==> src/rtl/d_stage_buf.sv <==
// IF/ID boundary buffer: DEPTH-entry FIFO between fetch and decode.
// Head drives decode; an all-zero NOP is shown when empty.
module d_stage_buf #(
  parameter int DATA_W = 32,
  parameter int PC_W   = 32,
  parameter int EXC_W  = 5,
  parameter int DEPTH  = 2,
  parameter int CNT_W  = 16
) (
  input  logic                         clk,
  input  logic                         reset,
  input  logic                         in_valid,
  output logic                         in_ready,
  input  logic [DATA_W-1:0]            instr_in,
  input  logic [PC_W-1:0]              pc_in,
  input  logic [EXC_W-1:0]             exc_in,
  input  logic                         stall,
  input  logic                         flush,
  output logic                         out_valid,
  output logic [DATA_W-1:0]            instr_out,
  output logic [PC_W-1:0]              pc_out,
  output logic [EXC_W-1:0]             exc_out,
  output logic [$clog2(DEPTH+1)-1:0]   count,
  output logic [CNT_W-1:0]             stall_cycles
);

  localparam int PW = $clog2(DEPTH);
  localparam int CW = $clog2(DEPTH+1);

  logic [DATA_W-1:0] instr_q [DEPTH];
  logic [PC_W-1:0]   pc_q    [DEPTH];
  logic [EXC_W-1:0]  exc_q   [DEPTH];

  logic [PW-1:0]    rp_q, rp_d;
  logic [PW-1:0]    wp_q, wp_d;
  logic [CW-1:0]    cnt_q, cnt_d;
  logic [CNT_W-1:0] stc_q, stc_d;

  logic enq;
  logic deq;

  // Ready depends on registered occupancy only: no pass-through when full.
  assign in_ready  = (cnt_q < CW'(DEPTH));
  assign out_valid = (cnt_q != '0);

  assign enq = in_valid & in_ready & ~flush;
  assign deq = out_valid & ~stall & ~flush;

  assign instr_out    = out_valid ? instr_q[rp_q] : '0;
  assign pc_out       = out_valid ? pc_q[rp_q]    : '0;
  assign exc_out      = out_valid ? exc_q[rp_q]   : '0;
  assign count        = cnt_q;
  assign stall_cycles = stc_q;

  always_comb begin
    rp_d  = rp_q;
    wp_d  = wp_q;
    cnt_d = cnt_q;
    stc_d = stc_q;
    if (flush) begin
      rp_d  = '0;
      wp_d  = '0;
      cnt_d = '0;
    end else begin
      if (enq)
        wp_d = wp_q + PW'(1);
      if (deq)
        rp_d = rp_q + PW'(1);
      if (enq & ~deq)
        cnt_d = cnt_q + CW'(1);
      else if (deq & ~enq)
        cnt_d = cnt_q - CW'(1);
    end
    if (out_valid & stall & ~flush & ~(&stc_q))
      stc_d = stc_q + CNT_W'(1);
  end

  always_ff @(posedge clk) begin
    if (reset) begin
      rp_q  <= '0;
      wp_q  <= '0;
      cnt_q <= '0;
      stc_q <= '0;
    end else begin
      rp_q  <= rp_d;
      wp_q  <= wp_d;
      cnt_q <= cnt_d;
      stc_q <= stc_d;
    end
  end

  // Payload storage needs no reset; occupancy gates visibility.
  always_ff @(posedge clk) begin
    if (enq) begin
      instr_q[wp_q] <= instr_in;
      pc_q[wp_q]    <= pc_in;
      exc_q[wp_q]   <= exc_in;
    end
  end

endmodule

==> config.mk <==
export PLATFORM = sky130hd
export DESIGN_NAME = d_stage_buf
export DESIGN_NICKNAME = d
export VERILOG_FILES = /design/src/rtl/d_stage_buf.sv
export SDC_FILE = /design/constraint.sdc
export NUM_CORES = 1
export LEC_CHECK = 0
export BUFFER_PORTS_ARGS = -buffer_cell sky130_fd_sc_hd__buf_2
export CELL_PAD_IN_SITES_DETAIL_PLACEMENT = 0
export CELL_PAD_IN_SITES_GLOBAL_PLACEMENT = 2
export CORE_MARGIN = 3
export CORE_UTILIZATION = 36
export CTS_CLUSTER_DIAMETER = 200
export DETAILED_ROUTE_END_ITERATION = 8
export HOLD_SLACK_MARGIN = 0.08
export PLACE_DENSITY_LB_ADDON = 0.1
export RECOVER_POWER = 50
export SLEW_MARGIN = 5
export SYNTH_ARGS = -nofsm -noshare
export SYNTH_HDL_FRONTEND = slang
export SYNTH_SLANG_ARGS = --single-unit
==> constraint.sdc <==
create_clock -name clk -period 6.8 [get_ports clk]
set_input_delay 1.02 -clock clk [delete_from_list [all_inputs] [get_ports clk]]
set_output_delay 1.02 -clock clk [all_outputs]
set_load 0.01 [all_outputs]
==> metrics.csv, run 1 <==
stage;metric;value;unit
hold_path;hold_path.class;reg2reg;
cells_and_area;areaGrowthSynthToFinish;24.0;%
worst_setup_path;worstPathRequired;6850;ps
floorplanning;die_w;138;microns
cells_and_area;fin_nets;660;
cts;h-tree-depth;4;
timing;tightest_slew;1520;ps
floorplanning;die_area;19000;sq um
grt;grt_pass1_vias;3825;
place;dp_hpwl;8460;microns
synth;synth_edf_count;138;
cts;cts_buffers;17;
synth;yosys.cell_types.count;42;
place;io_buffers;162;
pwr;leakage;2.71;nW
worst_setup_path;cp_max_fo;53;
run_status;violations;max-capacitance violations, max-slew violations;
cts;cts.sinks;159;
floorplanning;core;16800;sq um
timing;hold_violations;0;
floorplanning;die-height;138;microns
drt;viasPerCell;4.78;
drt;ant_nets;0;
cts;cts_tree;built;
run_status;status;complete, but fails checks;
timing;maxSlewViolCount;18;
worst_setup_path;end_kind;flip-flop;
synth;ys_warn_count;0;
grt;track_usage;0.141;
drt;drcViolationCount;0;
floorplanning;initial_core_util;0.372;
worst_setup_path;worst-setup-path-type;in2reg;
cells_and_area;mostFrequentLayoutCell;edfxtp_1;
drt;wire_per_inst;16.4;microns
cts;postCtsHoldBufs;0;
cells_and_area;diodes;0;
drt;routed_wl;13400;microns
grt;grt_max_degree;72;
timing;rsz0062_at_grt;false;
floorplanning;fp-row-count;47;
synth;synth_ff_type;edfxtp_1;
grt;grt_pass1_wl;20100;microns
synth;synthArstFlopShare;0;
cells_and_area;drive_above_1_share;0.224;
synth;synth_cells;420;
synth;avgSynthCellArea;14.9;sq um
timing;post-route-period-util;0.534;
worst_setup_path;start_kind;input port;
cts;clock_latency;420;ps
pwr;power_density;273;nW/um^2
synth;netlist_area;6250;sq um
drt;first_iter_violations;176;
cts;cts_root_buf;clkbuf_16;
place;gp_congestion;0.767;
synth;ys_ff_latch;159;
hold_path;min_path_cells;2;
timing;finalCriticalPeriod;3630;ps
timing;tns;0;ps
cts;cts.path.max_buffers;2;
timing;finClkSkew;6.24;ps
timing;setup_viol;0;
pwr;irDropWorstVdd;0.000173;V
run;cap_violations;1;
timing;relSlewSlack;-0.0128;
cts;clk_pin_slew;60;ps
cts;ctsResizeCount;0;
synth;ys_seq_area_frac;0.730;
timing;fmax;276;MHz
cts;cts_setup_buffers;0;
drt;via_count;3904;
drt;first_pass_iters;5;
grt;grt-ovfl-total;0;
grt;antenna_found_initial;0;
cells_and_area;final_cell_mix;138 x edfxtp_1, 96 x buf_2, 77 x nor2_1;
floorplanning;io_pins;163;
cells_and_area;final_area;7750;sq um
synth;synth_fp_nets;496;
place;postPlaceCellArea;7290;sq um
worst_setup_path;cp.arrival;3670;ps
worst_setup_path;rr_worst_depth;3;
worst max-delay path, cell delays in order:
cell and delay, ps:
clkbuf_1 150, nor3b_1 460, nor2b_1 1220, buf_4 740
registers in the layout (all words and copies together), names as in the netlist, named ones only:
register / flops
rp_q: 1
instr_q: 64
pc_q: 64
wp_q: 1
count: 2
stall_cycles: 16
exc_q: 10
layer usage:
layer,part of all wire,up-vias,global-route usage
li1,-,1903,-
met1,0.44,1857,0.185
met2,0.47,123,0.220
met3,0.075,21,0.0424
met4,0.016,0,0.0593
met5,0,-,0
through the flow:
step / setup slack [ps] / util / hold WS, ps / cells / total power, mW
global route: 2850 / 0.461 / 543 / 817 / 2.20
finish: 3170 / 0.461 / 508 / 817 / 2.12
global placement: 3490 / 0.433 / 487 / 785 / 1.25
floorplan: 1790 / - / 511 / 420 / 1.19
detailed placement: 3460 / 0.433 / 497 / 785 / 1.25
CTS: 3360 / 0.466 / 507 / 817 / 2.15
synthesized netlist by cell type, types with 2 or more instances:
cell,number,share of area
edfxtp_1,138,0.66
nor2_1,78,0.047
mux2i_1,70,0.11
dfxtp_1,21,0.067
nor3_1,10,0.0080
clkbuf_1,8,0.0048
nand2_1,8,0.0048
a21oi_1,6,0.0048
nand3_1,6,0.0048
buf_1,5,0.0030
inv_1,5,0.0030
nor4_1,5,0.0050
a31oi_1,4,0.0040
and3_1,4,0.0040
buf_2,4,0.0032
o31ai_1,4,0.0048
or4_1,4,0.0048
nand4_1,3,0.0030
nor2b_1,3,0.0030
o21ai_0,3,0.0024
o41ai_1,3,0.0042
xnor2_1,3,0.0042
buf_4,2,0.0024
ha_1,2,0.0040
o311ai_0,2,0.0028
or3_1,2,0.0020
xor2_1,2,0.0028
path summary, 6_finish.rpt:
| kind | startpoint | to | slack, ps |
|---|---|---|---|
| worst min register to register | stall_cycles[1]$_SDFFE_PP0P_ | stall_cycles[1]$_SDFFE_PP0P_ | 510 |
| worst max-delay path | flush | instr_q[0][6]$_DFFE_PP_ | 3170 |
| worst max register to register | count[1]$_SDFFE_PP0P_ | instr_q[0][6]$_DFFE_PP_ | 3510 |
| worst min-delay path | stall_cycles[1]$_SDFFE_PP0P_ | stall_cycles[1]$_SDFFE_PP0P_ | 510 |
final cells by class:
cell class	instances	area, sq um
clock buffers	19	433
clock inverters	13	121
fillers	1583	9070
inverters	5	18.8
multi-input cells	236	1580
flip-flops and latches	159	4570
well taps	220	275
repair buffers	165	751
kinds of logic after synthesis:
kind of cell / after synthesis / share of synthesized area
multiplexers: 72 / 0.116
AND/OR/NAND/NOR: 131 / 0.0965
AO/OA/AOI/OAI: 26 / 0.0286
XOR/XNOR: 5 / 0.00701
buffers and inverters: 25 / 0.0182
adder cells (fa/ha/maj): 2 / 0.00400
flip-flops: 159 / 0.730
power breakdown:
part	switching [mW]	total (mW)	internal, mW
clock	0.360	0.894	0.534
combinational	0.0796	0.127	0.0476
sequential	0.00820	1.10	1.09
total	0.448	2.12	1.67
(Power assumes the default switching activity.)
==> run 2: changes to the inputs <==
clock period = 3.7 ns   (was 6.8 ns; I/O delays follow)
==> run 2 against run 1 <==
The flow now finishes without violations. Worst setup slack got worse by 2000 ps. Design area increased by 2.0%. Core utilization increased by 0.94 points. Sequential share of layout area decreased by 1.2 points. Via count about the same. Cell count increased by 0.37%. Die area unchanged. Power increased by 94%. Clock skew decreased by 0.57 ps. Sequential power increased by 84%. Wire length decreased by 0.12%. Clock power increased by 110%. Critical path type is now reg2out. Critical endpoint is now instr_out[0].
==> metrics.csv, run 2 (same netlist as run 1, synthesis figures left out) <==
stage;metric;value;unit;change
run_status;status;finished, final reports clean;;
pwr;comb_power_share;0.059;;about the same
worst_setup_path;worst-setup-path-type;reg2out;;
grt;grt_pass1_wl;20100;microns;-0.34%
hold_path;hold_path.class;in2reg;;
timing;maxSlewViolCount;0;;-18
drt;via_count;3905;;+0.026%
pwr;p_int;3.24;mW;+94%
cells_and_area;fin_nets;662;;+0.30%
grt;antenna_found_initial;2;;+2
place;gp_congestion;0.771;;+0.48%
grt;grt_max_degree;54;;-25%
cells_and_area;multi_input_area;1590;sq um;+0.47%
timing;setup_viol;0;;unchanged
floorplanning;initial_core_util;0.372;;unchanged
worst_setup_path;r2r-end;instr_q[0][6]$_DFFE_PP_;;
grt;grt_pass1_vias;3815;;-0.26%
drt;drcViolationCount;0;;unchanged
cts;cts_root_buf;clkbuf_16;;
worst_setup_path;max_stage_delay;740;ps;-480 ps
pwr;switching_share;0.213;;+0.00138
grt;grt-ovfl-total;0;;unchanged
drt;first_pass_iters;4;;-1
drt;viasPerCell;4.76;;-0.34%
pwr;power_density;520;nW/um^2;+90%
worst_setup_path;cp.arrival;2000;ps;-1670 ps
drt;routed_wl;13400;microns;-0.12%
worst_setup_path;r2r-start;count[1]$_SDFFE_PP0P_;;
cells_and_area;drive_above_1_share;0.239;;+0.0143
floorplanning;die_area;19000;sq um;unchanged
hold_path;min_path_cells;1;;-1
drt;first_iter_violations;202;;+15%
worst_setup_path;cp_max_fo;36;;-32%
worst_setup_path;worstPathRequired;3140;ps;-3710 ps
cts;h-tree-depth;4;;unchanged
worst_setup_path;rr_worst_depth;3;;unchanged
cts;cts.path.max_buffers;2;;unchanged
timing;finalCriticalPeriod;2560;ps;
floorplanning;io_pins;163;;unchanged
worst_setup_path;end_kind;primary output;;
hold_path;worst_hold_path.endpoint;pc_q[1][14]$_DFFE_PP_;;
timing;post-route-period-util;0.691;;
timing;fmax;391;MHz;
cts;clk_pin_slew;60;ps;about the same
pwr;leakage;2.78;nW;+2.5%
cts;cts.sinks;159;;unchanged
cts;postCtsHoldBufs;0;;unchanged
cells_and_area;mostFrequentLayoutCell;edfxtp_1;;
floorplanning;die_w;138;microns;unchanged
worst_setup_path;crit_slowest_cell;dfxtp_4;;
cts;cts_tree;built;;
cts;cts_setup_buffers;0;;unchanged
cts;clock_latency;420;ps;about the same
worst_setup_path;crit_buf_inv;2;;unchanged
timing;hold_slack;325;ps;-183 ps
grt;track_usage;0.141;;about the same
run;cap_violations;0;;-1
drt;wire_per_inst;16.3;microns;-0.49%
worst_setup_path;crit_family;flip-flops;;
pwr;pwr-share-clk;0.451;;+0.029
timing;tns;0;ps;unchanged
pwr;irDropWorstVdd;0.000350;V;+100%
place;dp_hpwl;8980;microns;+6.1%
timing;finClkSkew;5.66;ps;-0.575 ps
worst_setup_path;rrSetupSlack;1510;ps;-2000 ps
cells_and_area;final_cell_mix;138 x edfxtp_1, 98 x buf_2, 77 x nor2_1;;
place;io_buffers;162;;unchanged
timing;setup_slack;1140;ps;-2030 ps
timing;rsz0062_at_grt;false;;
cells_and_area;regArea;4570;sq um;unchanged
place;dpl_worst_slack;1210;ps;-2240 ps
pwr;pwr-share-seq;0.491;;-0.027
floorplanning;die-height;138;microns;unchanged
cells_and_area;nFillCells;1601;;+1.1%
floorplanning;fp-row-count;47;;unchanged
timing;relSlewSlack;0.290;;+0.303
timing;tightest_slew;1060;ps;-461 ps
worst_setup_path;path_depth;4;;unchanged
worst_setup_path;start_kind;flip-flop;;
drt;ant_nets;0;;unchanged
worst_setup_path;path_cells;buf_12 > mux2i_1 > nor2_1 > buf_2;;
hold_path;hp-start;pc_in[14];;
floorplanning;core;16800;sq um;unchanged
cts;ctsResizeCount;0;;unchanged
cells_and_area;areaGrowthSynthToFinish;26.5;%;
timing;hold_violations;0;;unchanged
cts;cts_buffers;17;;unchanged
pwr;p_switching;875;uW;+95%
-- run 2: changes by cell type in the layout (fill, tap and decap cells not counted), sizes merged --
cell / before / now
buf: 99 / 103
clkinv: 8 / 5
diode: 0 / 1
clkbuf: 85 / 81
bufinv: 2 / 4
inv: 6 / 9
-- run 2: final cells by class --
cell class,count,area share
Antenna cell,1,0.000316
Clock buffer,17,0.0538
Clock inverter,15,0.0264
Inverter,5,0.00237
Multi-Input combinational cell,236,0.201
Sequential cell,159,0.578
Tap cell,220,0.0348
Timing Repair Buffer,167,0.103
-- run 2: worst reg2reg max path: cells and delay by family (launching register included) --
family / cells / cell delay, ps
buffers and inverters: 1 / 330
flip-flops: 1 / 390
AND/OR/NAND/NOR: 2 / 1130
-- run 2: how the worst max path moves through the flow --
stage,start,endpoint,slack (ps)
floorplan,flush,exc_q[0][0]$_DFFE_PP_,460
global placement,flush,exc_q[0][0]$_DFFE_PP_,1260
detailed placement,flush,pc_q[0][14]$_DFFE_PP_,1210
CTS,flip-flop,instr_out[0],1070
global route,flip-flop,pc_out[19],1000
finish,flip-flop,instr_out[0],1140
-- run 2: per-stage QoR --
stage / utilization / total power, mW / instance area, sq um / instances
2_1_floorplan: - / 2.18 / 6250 / 420
3_3_place_gp: 0.437 / 2.31 / 7350 / 787
3_5_place_dp: 0.437 / 2.31 / 7350 / 787
4_1_cts: 0.475 / 4.17 / 7990 / 819
5_1_grt: 0.470 / 4.26 / 7910 / 820
6_report: 0.470 / 4.11 / 7910 / 820
-- run 2: metal layers --
metal  GRT usage  part of all wire  vias up
li1            -                 -     1916
met1       0.186              0.44     1847
met2       0.219              0.48      124
met3      0.0457             0.064       16
met4      0.0549             0.013        2
met5           0           0.00060        -
-- run 2: power by group through the flow --
stage / Combinational, mW / Sequential (mW) / Clock (mW)
global route: 0.268 / 2.02 / 1.97
finish: 0.241 / 2.02 / 1.85
detailed placement: 0.254 / 2.06 / 0
global placement: 0.252 / 2.06 / 0
floorplan: 0.126 / 2.05 / 0
CTS: 0.255 / 2.02 / 1.90
==> run 3: changes to the inputs <==
clock period = 2.4 ns   (was 3.7 ns; I/O delays follow)
==> run 3 against run 2 <==
Critical path depth stayed put. Clock power is 54% higher. Register-to-register slack worse by 1300 ps. Power is 54% higher. Worst setup slack worse by 940 ps. Critical endpoint is now instr_out[10].
==> metrics.csv, run 3 (same netlist as run 1, synthesis figures left out) <==
stage;metric;value;unit;change
grt;grt-ovfl-total;0;;unchanged
worst_setup_path;crit_slowest_cell;dfxtp_4;;
timing;tightest_slew;788;ps;-267 ps
worst_setup_path;worstPathRequired;2040;ps;-1100 ps
worst_setup_path;cp_max_fo;28;;-22%
timing;finClkSkew;5.86;ps;+0.201 ps
timing;hold_violations;0;;unchanged
run_status;status;finished, final reports clean;;
drt;via_count;3957;;+1.3%
cts;ctsResizeCount;0;;unchanged
worst_setup_path;end_kind;primary output;;
drt;wire_per_inst;16.3;microns;about the same
timing;relSlewSlack;0.474;;+0.185
floorplanning;fp-row-count;47;;unchanged
hold_path;min_path_cells;1;;unchanged
cts;cts_buffers;17;;unchanged
floorplanning;die_w;138;microns;unchanged
place;postPlaceCellArea;7470;sq um;+1.6%
worst_setup_path;rr_worst_depth;4;;+1
worst_setup_path;r2r-start;count[1]$_SDFFE_PP0P_;;
cts;clk_pin_slew;60;ps;about the same
floorplanning;die-height;138;microns;unchanged
grt;grt_pass1_vias;3931;;+3.0%
timing;rsz0062_at_grt;false;;
cells_and_area;final_cell_mix;138 x edfxtp_1, 103 x buf_2, 78 x nor2_1;;
cts;clock_latency;410;ps;about the same
cts;cts_setup_buffers;0;;unchanged
place;gp_congestion;0.756;;-1.9%
place;io_buffers;162;;unchanged
cells_and_area;final_area;7990;sq um;+0.98%
cells_and_area;areaGrowthSynthToFinish;27.7;%;
drt;drcViolationCount;0;;unchanged
drt;routed_wl;13500;microns;+0.97%
grt;track_usage;0.144;;+0.00306
run;cap_violations;0;;unchanged
cells_and_area;fin_nets;673;;+1.7%
floorplanning;core;16800;sq um;unchanged
worst_setup_path;rrSetupSlack;260;ps;-1250 ps
cts;cts.path.max_buffers;2;;unchanged
drt;first_iter_violations;230;;+14%
pwr;power_density;792;nW/um^2;+52%
grt;antenna_found_initial;0;;-2
floorplanning;io_pins;163;;unchanged
worst_setup_path;r2r-end;exc_q[1][4]$_DFFE_PP_;;
worst_setup_path;path_cells;buf_4 > mux2i_1 > nor2_1 > buf_2;;
timing;setup_viol;0;;unchanged
cells_and_area;nFillCells;1569;;-2.0%
cells_and_area;drive_above_1_share;0.248;;+0.00962
grt;grt_pass1_wl;20600;microns;+2.6%
cells_and_area;diodes;0;;-1
worst_setup_path;max_stage_delay;690;ps;-50 ps
drt;ant_nets;0;;unchanged
cts;postCtsHoldBufs;0;;unchanged
place;dp_hpwl;9040;microns;+0.70%
worst_setup_path;start_kind;flip-flop;;
cts;cts_root_buf;clkbuf_16;;
hold_path;hold_path.class;in2reg;;
timing;finalCriticalPeriod;2190;ps;
worst_setup_path;cp.arrival;1830;ps;-170 ps
timing;fmax;456;MHz;
drt;first_pass_iters;6;;+2
hold_path;hp-start;instr_in[25];;
floorplanning;die_area;19000;sq um;unchanged
grt;grt_max_degree;57;;+5.6%
worst_setup_path;worst-setup-path-type;reg2out;;
drt;viasPerCell;4.78;;+0.35%
cts;h-tree-depth;4;;unchanged
cts;cts.sinks;159;;unchanged
timing;maxSlewViolCount;0;;unchanged
timing;tns;0;ps;unchanged
cells_and_area;mostFrequentLayoutCell;edfxtp_1;;
hold_path;worst_hold_path.endpoint;instr_q[1][25]$_DFFE_PP_;;
pwr;leakage;2.83;nW;+1.7%
cells_and_area;fin_util;0.475;;+0.00461
floorplanning;initial_core_util;0.372;;unchanged
timing;post-route-period-util;0.914;;
pwr;irDropWorstVdd;0.000469;V;+34%
cts;cts_tree;built;;
pwr;power;6.33;mW;+54%
[run 3: cell types whose count changed in the layout (fill, tap and decap cells not counted), moves of 2 or more]
cell      before  now
inv_6          3    1
clkbuf_1      64   61
buf_4          1    8
buf_12         4    6
clkinv_1       0    2
buf_2         98  103
clkinv_4       3    1
[run 3: power breakdown]
group	switching, mW	internal, mW
Sequential	0.0239	3.09
Combinational	0.230	0.151
Clock	1.01	1.83
[run 3: area by class of cell]
cell class / instances / area (sq um) / area share
clock inverters: 12 / 193 / 0.0241
inverters: 5 / 18.8 / 0.00235
well taps: 220 / 275 / 0.0345
flip-flops and latches: 159 / 4570 / 0.572
clock buffers: 18 / 429 / 0.0537
repair buffers: 178 / 928 / 0.116
multi-input cells: 236 / 1570 / 0.197
[run 3: worst max-delay path by stage]
stage / to / slack [ps]
after floorplan: exc_q[0][0]$_DFFE_PP_ / 50
after global placement: stall_cycles[9]$_SDFFE_PP0P_ / 460
after detailed placement: stall_cycles[9]$_SDFFE_PP0P_ / 440
after CTS: instr_out[10] / 140
after global routing: instr_out[23] / 60
final: instr_out[10] / 210
[run 3: metrics by stage]
| step | hold slack (ps) | worst slack (ps) | std cells |
|---|---|---|---|
| after detailed placement | 500 | 438 | 798 |
| after floorplan | 437 | 54.1 | 420 |
| after global placement | 488 | 461 | 798 |
| final | 132 | 208 | 828 |
| after CTS | 107 | 137 | 828 |
| after global routing | 107 | 61.3 | 828 |
[run 3: worst max-delay path: cells and delay by family, from the launching register on]
family	cells	cell delay, ps
buffers and inverters	2	440
and+or+nand+nor	1	60
muxes	1	240
DFF	1	690
[run 3: metal layers]
layer / vias to the layer above / GRT usage / part of all wire
li1: 1937 / - / -
met1: 1890 / 0.188 / 0.44
met2: 113 / 0.229 / 0.48
met3: 17 / 0.0409 / 0.060
met4: 0 / 0.0560 / 0.015
met5: - / 0 / 0
